## config.mk

```make
export PLATFORM = sky130hd
export DESIGN_NAME = ace_req_arbiter
export DESIGN_NICKNAME = d
export VERILOG_FILES = /design/src/rtl/ace_arb_pkg.sv /design/src/rtl/rr_priority_picker.sv /design/src/rtl/ace_req_arbiter.sv
export SDC_FILE = /design/constraint.sdc
export NUM_CORES = 1
export LEC_CHECK = 0
export ABC_CLOCK_PERIOD_IN_PS = 1900
export CORE_MARGIN = 2
export CORE_UTILIZATION = 39
export DETAILED_ROUTE_END_ITERATION = 8
export PLACE_DENSITY = 0.9
export SLEW_MARGIN = 25
export SYNTH_ARGS = -nofsm -noshare
export SYNTH_HDL_FRONTEND = slang
export SYNTH_SLANG_ARGS = --single-unit
export TNS_END_PERCENT = 5
```

## constraint.sdc

```tcl
create_clock -name clk -period 1.9 [get_ports clk]
set_clock_uncertainty 0.2 [all_clocks]
set_input_delay 0.38 -clock clk [delete_from_list [all_inputs] [get_ports clk]]
set_output_delay 0.38 -clock clk [all_outputs]
set_load 0.02 [all_outputs]
```

## src/rtl/ace_arb_pkg.sv

```systemverilog
// Shared types for the ACE request arbiter: FSM state and request type encodings.
`default_nettype none

package ace_arb_pkg;

  typedef enum logic [1:0] {
    IDLE      = 2'b00,
    ISSUE     = 2'b01,
    WAIT_RESP = 2'b10,
    DONE      = 2'b11
  } arb_state_t;

  typedef enum logic [1:0] {
    REQ_READ       = 2'b00,
    REQ_WRITEBACK  = 2'b01,
    REQ_INVALIDATE = 2'b10,
    REQ_RESERVED   = 2'b11
  } req_type_t;

endpackage : ace_arb_pkg

`default_nettype wire

```

## src/rtl/rr_priority_picker.sv

```systemverilog
// Combinational round-robin picker: first eligible index at or after ptr_i, wrapping.
`default_nettype none

module rr_priority_picker #(
  parameter int NUM_REQ = 2,
  parameter int PTR_W   = (NUM_REQ > 1) ? $clog2(NUM_REQ) : 1
) (
  input  logic [NUM_REQ-1:0] elig_i,
  input  logic [PTR_W-1:0]   ptr_i,
  output logic               found_o,
  output logic [PTR_W-1:0]   idx_o
);

  logic [PTR_W:0] cand;

  // Scan from the farthest offset down so the nearest eligible index wins.
  always_comb begin
    found_o = 1'b0;
    idx_o   = '0;
    cand    = '0;
    for (int k = NUM_REQ - 1; k >= 0; k--) begin
      cand = {1'b0, ptr_i} + (PTR_W + 1)'(k);
      if (cand >= (PTR_W + 1)'(NUM_REQ)) begin
        cand = cand - (PTR_W + 1)'(NUM_REQ);
      end
      if (elig_i[cand[PTR_W-1:0]]) begin
        found_o = 1'b1;
        idx_o   = cand[PTR_W-1:0];
      end
    end
  end

endmodule : rr_priority_picker

`default_nettype wire

```

## src/rtl/ace_req_arbiter.sv

```systemverilog
// Round-robin arbiter sharing one ACE master port between NUM_REQ cache controllers.
`default_nettype none

module ace_req_arbiter
  import ace_arb_pkg::*;
#(
  parameter int NUM_REQ    = 2,
  parameter int ADDR_WIDTH = 32,
  parameter int ID_WIDTH   = 3
) (
  input  logic                          clk,
  input  logic                          reset,
  input  logic [NUM_REQ-1:0]            req_valid,
  input  logic [2*NUM_REQ-1:0]          req_type,
  input  logic [ADDR_WIDTH*NUM_REQ-1:0] req_addr,
  output logic [NUM_REQ-1:0]            req_done,
  output logic                          bus_valid,
  output logic [1:0]                    bus_type,
  output logic [ADDR_WIDTH-1:0]         bus_addr,
  output logic [ID_WIDTH-1:0]           bus_id,
  input  logic                          bus_accept,
  input  logic                          bus_done,
  output logic                          busy
);

  localparam int PTR_W = (NUM_REQ > 1) ? $clog2(NUM_REQ) : 1;

  arb_state_t             state_q, state_d;
  logic [PTR_W-1:0]       ptr_q, ptr_d;
  logic [PTR_W-1:0]       grant_q, grant_d;
  logic [1:0]             type_q, type_d;
  logic [ADDR_WIDTH-1:0]  addr_q, addr_d;
  logic [NUM_REQ-1:0]     mask_q;
  logic                   busy_q;

  logic [NUM_REQ-1:0]     elig;
  logic                   pick_found;
  logic [PTR_W-1:0]       pick_idx;
  logic [NUM_REQ-1:0]     grant_onehot;

  assign grant_onehot = NUM_REQ'(1) << grant_q;
  assign req_done     = (state_q == DONE) ? grant_onehot : '0;

  for (genvar i = 0; i < NUM_REQ; i++) begin : g_elig
    assign elig[i] = req_valid[i]
                   && (req_type[2*i +: 2] != REQ_RESERVED)
                   && !req_done[i]
                   && !mask_q[i];
  end

  rr_priority_picker #(
    .NUM_REQ (NUM_REQ),
    .PTR_W   (PTR_W)
  ) u_picker (
    .elig_i  (elig),
    .ptr_i   (ptr_q),
    .found_o (pick_found),
    .idx_o   (pick_idx)
  );

  always_comb begin
    state_d = state_q;
    ptr_d   = ptr_q;
    grant_d = grant_q;
    type_d  = type_q;
    addr_d  = addr_q;
    unique case (state_q)
      IDLE: begin
        if (pick_found) begin
          grant_d = pick_idx;
          type_d  = req_type[2*int'(pick_idx) +: 2];
          addr_d  = req_addr[ADDR_WIDTH*int'(pick_idx) +: ADDR_WIDTH];
          state_d = ISSUE;
        end
      end
      ISSUE: begin
        // A response without acceptance cannot belong to this transaction.
        if (bus_accept) begin
          state_d = bus_done ? DONE : WAIT_RESP;
        end
      end
      WAIT_RESP: begin
        if (bus_done) begin
          state_d = DONE;
        end
      end
      DONE: begin
        ptr_d   = (grant_q == PTR_W'(NUM_REQ - 1)) ? '0 : grant_q + PTR_W'(1);
        state_d = IDLE;
      end
      default: state_d = IDLE;
    endcase
  end

  always_ff @(posedge clk or negedge reset) begin
    if (!reset) begin
      state_q <= IDLE;
      ptr_q   <= '0;
      grant_q <= '0;
      type_q  <= '0;
      addr_q  <= '0;
      mask_q  <= '0;
      busy_q  <= 1'b0;
    end else begin
      state_q <= state_d;
      ptr_q   <= ptr_d;
      grant_q <= grant_d;
      type_q  <= type_d;
      addr_q  <= addr_d;
      // Blocks a stale req_valid from the just-completed requester for one cycle.
      mask_q  <= req_done;
      busy_q  <= (state_d != IDLE);
    end
  end

  always_comb begin
    bus_id              = '0;
    bus_id[PTR_W-1:0]   = grant_q;
  end

  assign bus_valid = (state_q == ISSUE);
  assign bus_type  = type_q;
  assign bus_addr  = addr_q;
  assign busy      = busy_q;

endmodule : ace_req_arbiter

`default_nettype wire

```

# After elaboration in Yosys (flattened, before gate mapping)
# Cells that the tools add are included.
[word_totals]
register_bits = 41
latchBits = 0
mem_bits_rw = 0
rom_bits = 0
input_bits = 74
word_cells = 53
memories = 0
[op_classes]
add_sub_neg = 4
mul = 0
n_div = 0
n_lt_le_gt_ge = 4
n_eq_ne = 5
n_shift = 3
muxes = 17
bitwise_logic = 0
n_reduce_logical = 13
[ops]
columns = ["cell", "n"]
rows = [
  ["64-bit by 7-bit variable part select with 32-bit output", 1],
  ["1-bit 2-to-1 mux", 12],
  ["2-bit 2-to-1 mux", 4],
  ["2-bit one-hot mux with 4 select lines", 1],
  ["1-bit logical AND", 6],
  ["2-bit equality test, second input constant", 2],
  ["1-bit logical NOT", 4],
  ["1-bit by 2-bit < comparator with 1-bit output, second input constant", 2],
  ["2-bit != test, second input constant", 2],
  ["4-bit by 3-bit variable part select with 2-bit output", 1],
  ["1-bit by 1-bit adder with 2-bit output, second input constant", 1],
  ["2-bit by 1-bit equality test with 1-bit output, second input constant", 1],
  ["1-bit by 2-bit >= comparator with 1-bit output, second input constant", 1],
  ["2-bit >= comparator, second input constant", 1],
  ["2-bit logical NOT", 1],
  ["2-bit AND reduction", 1],
  ["2-bit nonzero test", 1],
  ["1-bit by 1-bit left shift with 2-bit output, first input constant", 1],
  ["1-bit subtractor, second input constant", 2],
  ["1-bit adder, second input constant", 1],
]

# Logic depth before layout (Yosys ltp)
[depth]
depth_word = 12
mapped_depth = 7

# Hierarchy
# A second synthesis with hierarchy kept.
[unflattened]
cells_unflattened = 182
area_unflattened_um2 = 1920.6
[by_module_without_submodules]
columns = ["module", "instances", "cells_per_inst", "area_each_um2", "seq_area_each_um2"]
rows = [
  ["ace_req_arbiter", 1, 179, 1903.1, 1026.0],
  ["rr_priority_picker", 1, 3, 17.5, 0.0],
]

# Worst setup path after synthesis
# Ideal clock, no wire load.
[synth_timing]
path_type = "input -> register"
start = "in req_valid[0]"
end = "reg busy_q, in the netlist busy"
t_arrival_ns = 1.374
required_time_ns = 1.569
slack_ns = 0.195
stages = 6
path_buffers = 2
path_cell_list = "nor2b_4 a22o_1 buf_6 and2_4 buf_6 or3_1"
[synth_via]
elab_chain_cells = 10
[synth_rtl]
columns = ["item", "line_no", "text"]
rows = [
  ["start, declared", "ace_req_arbiter.sv:13", "input logic [NUM_REQ-1:0] req_valid,"],
  ["1-bit logical AND (*)", "ace_req_arbiter.sv:46", "&& (req_type[2*i +: 2] != REQ_RESERVED)"],
  ["1-bit logical AND (*)", "ace_req_arbiter.sv:47", "&& !req_done[i]"],
  ["1-bit logical AND (*)", "ace_req_arbiter.sv:48", "&& !mask_q[i];"],
  ["1-bit 2-to-1 mux (not written as such) (2 in series)", "rr_priority_picker.sv:26", "if (elig_i[cand[PTR_W-1:0]]) begin"],
  ["1-bit 2-to-1 mux", "rr_priority_picker.sv:26", ""],
  ["1-bit 2-to-1 mux (*)", "rr_priority_picker.sv:26", ""],
  ["2-bit 2-to-1 mux (*)", "ace_req_arbiter.sv:69", "if (pick_found) begin"],
  ["2-bit one-hot mux with 4 select lines (*)", "ace_req_arbiter.sv:67", "unique case (state_q)"],
  ["2-bit nonzero test (*)", "ace_req_arbiter.sv:112", "busy_q <= (state_d != IDLE);"],
  ["end signal, assigned", "ace_req_arbiter.sv:112", ""],
  ["end, declared", "ace_req_arbiter.sv:34", "logic busy_q;"],
]
# Mark *: on every way between the ends. The rest lies on a longest branch, timed or not. The select of a mux whose other input is x is not followed.
# A chain may end at the register's enable or synchronous reset.

# Worst setup path in the final report
[layout_timing]
start = "reg addr_q[7], in the netlist bus_addr[7]"
end = "out bus_addr[7]"
[layout_lines]
columns = ["item", "line_no", "text"]
rows = [
  ["start, declared", "ace_req_arbiter.sv:32", "logic [ADDR_WIDTH-1:0] addr_q, addr_d;"],
  ["start signal, assigned", "ace_req_arbiter.sv:109", "addr_q <= addr_d;"],
  ["end, declared", "ace_req_arbiter.sv:19", "output logic [ADDR_WIDTH-1:0] bus_addr,"],
]
# No word-level cell between the ends.

==> results.md <==
- Area taken by multi-input logic gates: 898.4 sq um
- Final critical-path share of the clock period: 97.90%
- Critical-path cell list: clkdlybuf4s50_1
- Mapped cell area: 2076 sq um
- Cell area after layout: 3456 sq um
- Count of buffers from port buffering: 112
- Largest net degree at the start of global routing: 24
- Critical Setup Path Class: register to output pin
- Post-route minimum period: 1.860 ns
- Count of non-filler cells in the finished layout: 419
- TritonCTS clock tree: yes
- Die boundary width: 76.96 microns
- Weighted congestion at the end of routability-driven global placement: 0.7946
- Number of detailed-routing iterations run before antenna repair: 4
- Diodes inserted: 0
- Total count of max-transition violations in the final report: 0
- Drt drc: 0
- Gr ovfl total: 0
- I/O pins: 115
- Via density: 5.477
- CP endpoint: bus_addr[7]
- Clk sinks: 41
- Initial DRC Count: 132
- Worst path depth: 1
- Die height: 76.96 microns
- Crit path launch: bus_addr[7]
- Primary FF master, synth: sky130_fd_sc_hd__dfrtp_1
- Flop and latch count out of synthesis: 41
- Worst hold margin: 0.3231 ns
- Yosys warns: 0
- Total leakage power: 1.410 nW
- Final setup viols: 0
- WP data arrival: 1.28 ns
- Peak VDD IR: 0.0009371 V
- Placement-stage cell area: 3353 sq um
- Maximum fanout along the worst path: 2
- Worst r2r dst: bus_addr[9]
- Total number of H-tree levels: 2
- Reg clk slew, reported paths: 0.07 ns
- Switching part of the total power: 41.90%
- Final number of hold-violating endpoints: 0
- Routed wire length: 6750 microns
- Detailed-route via count: 2,295
- Fraction of synthesis flops using an asynchronous set or reset pin: 100.0%
- Num rows: 26
- Global-route wire length before repair: 11,140 microns
- Commonest non-fill, non-tap cell in the layout: sky130_fd_sc_hd__clkdlybuf4s50_1
- Die ar.: 5922 sq um
- Post-route setup TNS: 0 ns
- Deepest clock path buffer count: 2
- Clock Power Share: 10.9%
- Number of global-route vias before repair: 2,257
- Power Internal: 3.018 mW
- Worst Setup End Kind: output pin
- Remaining number of nets flagged by the antenna check after routing: 0
- Max stage delay on crit path: 0.64 ns
- Routed wirelength normalized by instance count: 16.11 microns
- Starting Density: 40.64%
- Crit path required time: 1.32 ns
- Cell family with most CP delay: buffers and inverters
- Sequential share of the synthesized area: 49.43%
- RSZ-0062 raised after global routing: yes
- Highest-delay cell along the critical path: sky130_fd_sc_hd__clkdlybuf4s50_1
- Switching component of the power: 2.177 mW
- Clock insertion delay at the later pin of the skew report: 0.29 ns
- Kind of start point of the critical path: register
- Max-cap violation count: 0
- HPWL reported at the end of detailed placement: 5040 microns
- Result of the run: completed
- CTS buffer count: 5
- Number of library cell types mapped by synthesis: 27
- Nets: 423
- F_max: 537.6 MHz
- Mean instance size in the synthesized netlist: 8.947 sq um
- Number of flops mapped to enable cells by yosys: 0
- Core Area: 5107 sq um
- Share of total power in sequential cells: 30.3%
- Most frequent cells in the layout: sky130_fd_sc_hd__clkdlybuf4s50_1 (103), sky130_fd_sc_hd__dfrtp_1 (41), sky130_fd_sc_hd__nand3_1 (36), sky130_fd_sc_hd__o21ai_1 (35)
- Depth of the worst register-to-register path: 6
- Total Power: 5.195 mW
- Fillers: 415
- Clock root cell: sky130_fd_sc_hd__clkbuf_8
- Power per unit of standard cell area: 1503 nW/um^2
- Buffers and inverters on the worst path: 1
- Worst R2R Setup Slack: 0.12 ns
- Area growth syn-to-layout: 66.49%
- Area of all sequential standard cells: 1026 sq um
- Fraction of final layout cells sized beyond drive strength 1: 11.17%
- Initial antenna violation count: 0
- Worst min-delay path class: register to register
- Tot GR Track Use: 23.44%
- Power share of the combinational group: 58.8%
- Worst reg2reg path startpoint: state_q[0]
- Synthesized netlist cell count: 232
- Placed cells: 411
[metrics by stage]
step	utilization (%)	worst slack (ns)
after global routing	67.66	-0.01599
final	67.66	0.03989
after floorplan	-	0.1951
after global placement	65.65	-0.1305
after CTS	67.44	0.02198
after detailed placement	65.65	-0.2249
[power by group through the flow]
stage / logic, mW / registers [mW] / clock network [mW]
2_1_floorplan: 1.19 / 2.02 / 0
3_3_place_gp: 2.99 / 1.57 / 0
3_5_place_dp: 3.09 / 1.59 / 0
4_1_cts: 3.07 / 1.58 / 0.578
5_1_grt: 3.30 / 1.64 / 0.610
6_report: 3.05 / 1.58 / 0.564
[worst min-delay path by stage]
stage	from	end	slack (ns)	cells after the start
after floorplan	reset	bus_addr[0]	-0.12	0
after global placement	reset	bus_addr[1]	0.14	1
after detailed placement	reset	bus_addr[1]	0.15	1
after CTS	ptr_q	ptr_q	0.33	1
after global routing	ptr_q	ptr_q	0.35	1
final	ptr_q	ptr_q	0.32	1
[worst reg2reg max path, delay by kind of cell (launching register included)]
family                 cells  cell delay [ns]
AO/OA/AOI/OAI              3             0.46
AND/OR/NAND/NOR            1             0.22
flip-flops                 1             0.42
buffers and inverters      2             0.39
[cell families after synthesis]
| group | synth area share [%] |
|---|---|
| AOI/OAI and AO/OA | 28.93 |
| DFF | 49.43 |
| and+or+nand+nor | 13.98 |
| buffers and inverters | 7.474 |
| other | 0.1807 |
[cell type report]
cell class,count,share of cell area [%]
clock buffer,7,2.498
inverter,2,0.2172
multi-input combinational,162,26.00
sequential,41,29.69
tap,70,2.534
timing repair buffer,137,39.07
[cell usage after synthesis, types with 2 or more instances]
cell,instances,area (sq um)
sky130_fd_sc_hd__o21ai_1,35,175.2
sky130_fd_sc_hd__dfrtp_1,41,1026
sky130_fd_sc_hd__clkbuf_1,9,33.78
sky130_fd_sc_hd__buf_2,13,65.06
sky130_fd_sc_hd__buf_6,2,22.52
sky130_fd_sc_hd__nand3_2,2,20.02
sky130_fd_sc_hd__and3_1,2,12.51
sky130_fd_sc_hd__nand2_1,2,7.510
sky130_fd_sc_hd__nand3_1,36,180.2
sky130_fd_sc_hd__nor2b_1,3,18.77
sky130_fd_sc_hd__buf_4,3,22.52
sky130_fd_sc_hd__a21oi_1,34,170.2
sky130_fd_sc_hd__a31oi_1,34,212.7
sky130_fd_sc_hd__a21o_1,2,15.01
sky130_fd_sc_hd__inv_1,2,7.510
[registers in the layout, indices dropped and copies added (netlist names)]
register,flops
bus_addr,32
bus_type,2
mask_q,2
state_q,2
busy,1
grant_q,1
ptr_q,1
[layer usage]
layer / vias up / routed length (microns) / part of all wire (%) / track usage [%]
met5: - / 0 / 0 / 0
met4: 0 / 102 / 1.5 / 6.364
met3: 11 / 516 / 7.6 / 4.941
met2: 121 / 3420 / 51 / 39.74
met1: 1068 / 2711 / 40 / 30.35
li1: 1095 / - / - / -
[repair_timing]
action	CTS	global route
gates resized for setup	4	8
hold buffers	1	0
buffers inserted	0	0
setup endpoints to repair	4	7
endpoints found under the hold margin	18	0
cloned	0	0
Power figures use the tool's default switching activity.
==> edit (same flow settings) <==
Reset style: synchronous (`reset`), changed in one clocked block.
--- a/src/rtl/ace_req_arbiter.sv
+++ b/src/rtl/ace_req_arbiter.sv
@@ -93,5 +93,5 @@
   end
 
-  always_ff @(posedge clk or negedge reset) begin
+  always_ff @(posedge clk) begin
     if (!reset) begin
       state_q <= IDLE;
Behaviour: differs if reset is asserted again (counterexample within 4 cycles, from zero or initial values and one cycle with reset low); with reset held inactive, the same outputs for 10 cycles.
==> edit against the unedited design <==
- first-iteration DRC count up 48%
- highest routed layer unchanged
- routed wire length up 2.6%
- cell area up 5.6%
- area after synthesis up 7.8%
- sequential cell count unchanged
- maximum frequency up 0.87%
- worst setup slack better by 0.016 ns
Power is not compared: it rests on default switching activity, and its combinational part moved more than twofold at a synthesized area within 25%.
==> edit: results (changes against the unedited design) <==
status=finished clean; Reg clk slew, reported paths=about 0.080 ns; Starting DRT DRC Count=195 (+48%); xor-xnor portion of the synthesized cell area=0 (unchanged); initial antenna violation count=0 (unchanged); max reg flops=32 (unchanged); type of the tightest min-delay check=reg -> reg; Adder-Cell Fraction of Synth Area=0 (unchanged); Setup Buffers After CTS=0 (unchanged); DR WL/cell=16.1 um (-0.25%); Synth cell types=29 (+7.4%); total number of vias=2,384 (+3.9%); Area after DPL=0.00356 mm2 (+6.2%); ant diodes=0 (unchanged); # port buffers=112 (unchanged); first-pass GRT wire length=10.7 mm (-3.5%); Hold Path Stages=2 (+1); Synth top cells by count=41 x dfxtp_1, 37 x a21oi_1, 35 x nand3_1, 30 x a311oi_2, 30 x o21ai_1; Skew-Pair Late Insertion Delay=0.29 ns (about the same); leakage power=~1.3 nW; Crit path max-delay family=buffers and inverters; Routability Congestion=0.807 (+1.6%); synth top area cells=dfxtp_1 37%, a311oi_2 20%, a21oi_1 8.3%, nand3_1 7.8%, o21ai_1 6.7%; worst-case clock buffer depth=2 (unchanged); final cell count without fillers=431 (+2.9%); layout cells sized above 1=0.203 (+0.0916); Synth Instances=245 (+5.6%); clock root buffer=clkbuf_8; worst-path maximum fanout=2 (unchanged); R2R depth=6 (unchanged); slowest stage cell, crit path=clkdlybuf4s50_1; Synth Area in Compound Gates=0.395 (+0.106); GRT Total Usage=0.214 (-0.0203); hpwl dp=5.11 mm (+1.4%); Peak VDD IR=0.000424 V; dpl ws=-0.221 ns (+0.00341 ns); Async SR Flop Fraction=0 (-1.00); largest net degree at the start of global routing=21 (-13%); placed cell count=424 (+3.2%); Synth warnings=0 (unchanged); residual DRC count=0 (unchanged); Critical Path AT=1.26 ns (-0.02 ns); mux contribution to synthesized area=0 (unchanged); share of the yosys chip area belonging to registers=0.367 (-0.127); CTS HTree Levels=2 (unchanged); Crit path largest cell delay=0.62 ns (-0.02 ns); Synth Flop Type=dfxtp_1; CTS buffer count=5 (unchanged)
==> edit: final timing paths <==
path	from	end	slack, ns
worst max-delay path	bus_addr[14]	bus_addr[14]	0.06
worst min-delay path	bus_addr[24]	bus_addr[24]	0.33
worst max register to register	state_q[0]	bus_addr[31]	0.10
worst min register to register	bus_addr[24]	bus_addr[24]	0.33
==> edit: logic make-up (layout without fill, tap and decap cells) <==
| logic type | Yosys count | after routing |
|---|---|---|
| compound gates | 111 | 111 |
| buf+inv | 36 | 149 |
| flops | 41 | 41 |
| other cells | 1 | 2 |
| simple gates | 56 | 56 |
==> edit: layer usage <==
metal,track usage,part of all wire,vias to the layer above
met4,0.0746,0.012,0
met3,0.0611,0.081,6
met1,0.238,0.39,1108
li1,-,-,1151
met5,0,0,-
met2,0.388,0.52,119
==> edit: tightest hold or removal path, delay by kind of cell, from the launching register on <==
kind | cells | cell delay [ns]
flops | 1 | 0.32
compound gates | 2 | 0.17
==> edit: area by class of cell <==
| class | count | area, um2 |
|---|---|---|
| inverter | 3 | 11.3 |
| clock buffer | 7 | 86.3 |
| sequential | 41 | 821 |
| tap | 72 | 90.1 |
| timing repair buffer | 139 | 1440 |
| multi-input combinational | 169 | 1200 |
| fill | 460 | 1890 |
==> edit: what timing repair did <==
action | in CTS | in global routing
setup endpoints to repair | 4 | 14
hold buffers | 0 | 0
gates resized for setup | 5 | 5
==> edit: power breakdown <==
part	switching (mW)	total (mW)	leakage [nW]	internal (mW)
combinational	0.579	1.19	0.909	0.613
sequential	0.0693	1.04	0.339	0.974
clock	0.290	0.579	0.0443	0.289
total	0.938	2.81	1.29	1.87
==> edit: stage by stage <==
step                hold WS, ns  TNS (ns)
floorplan                 0.258         0
global placement          0.262     -5.33
detailed placement        0.295     -6.56
CTS                       0.336         0
global route              0.353   -0.0122
finish                    0.334         0
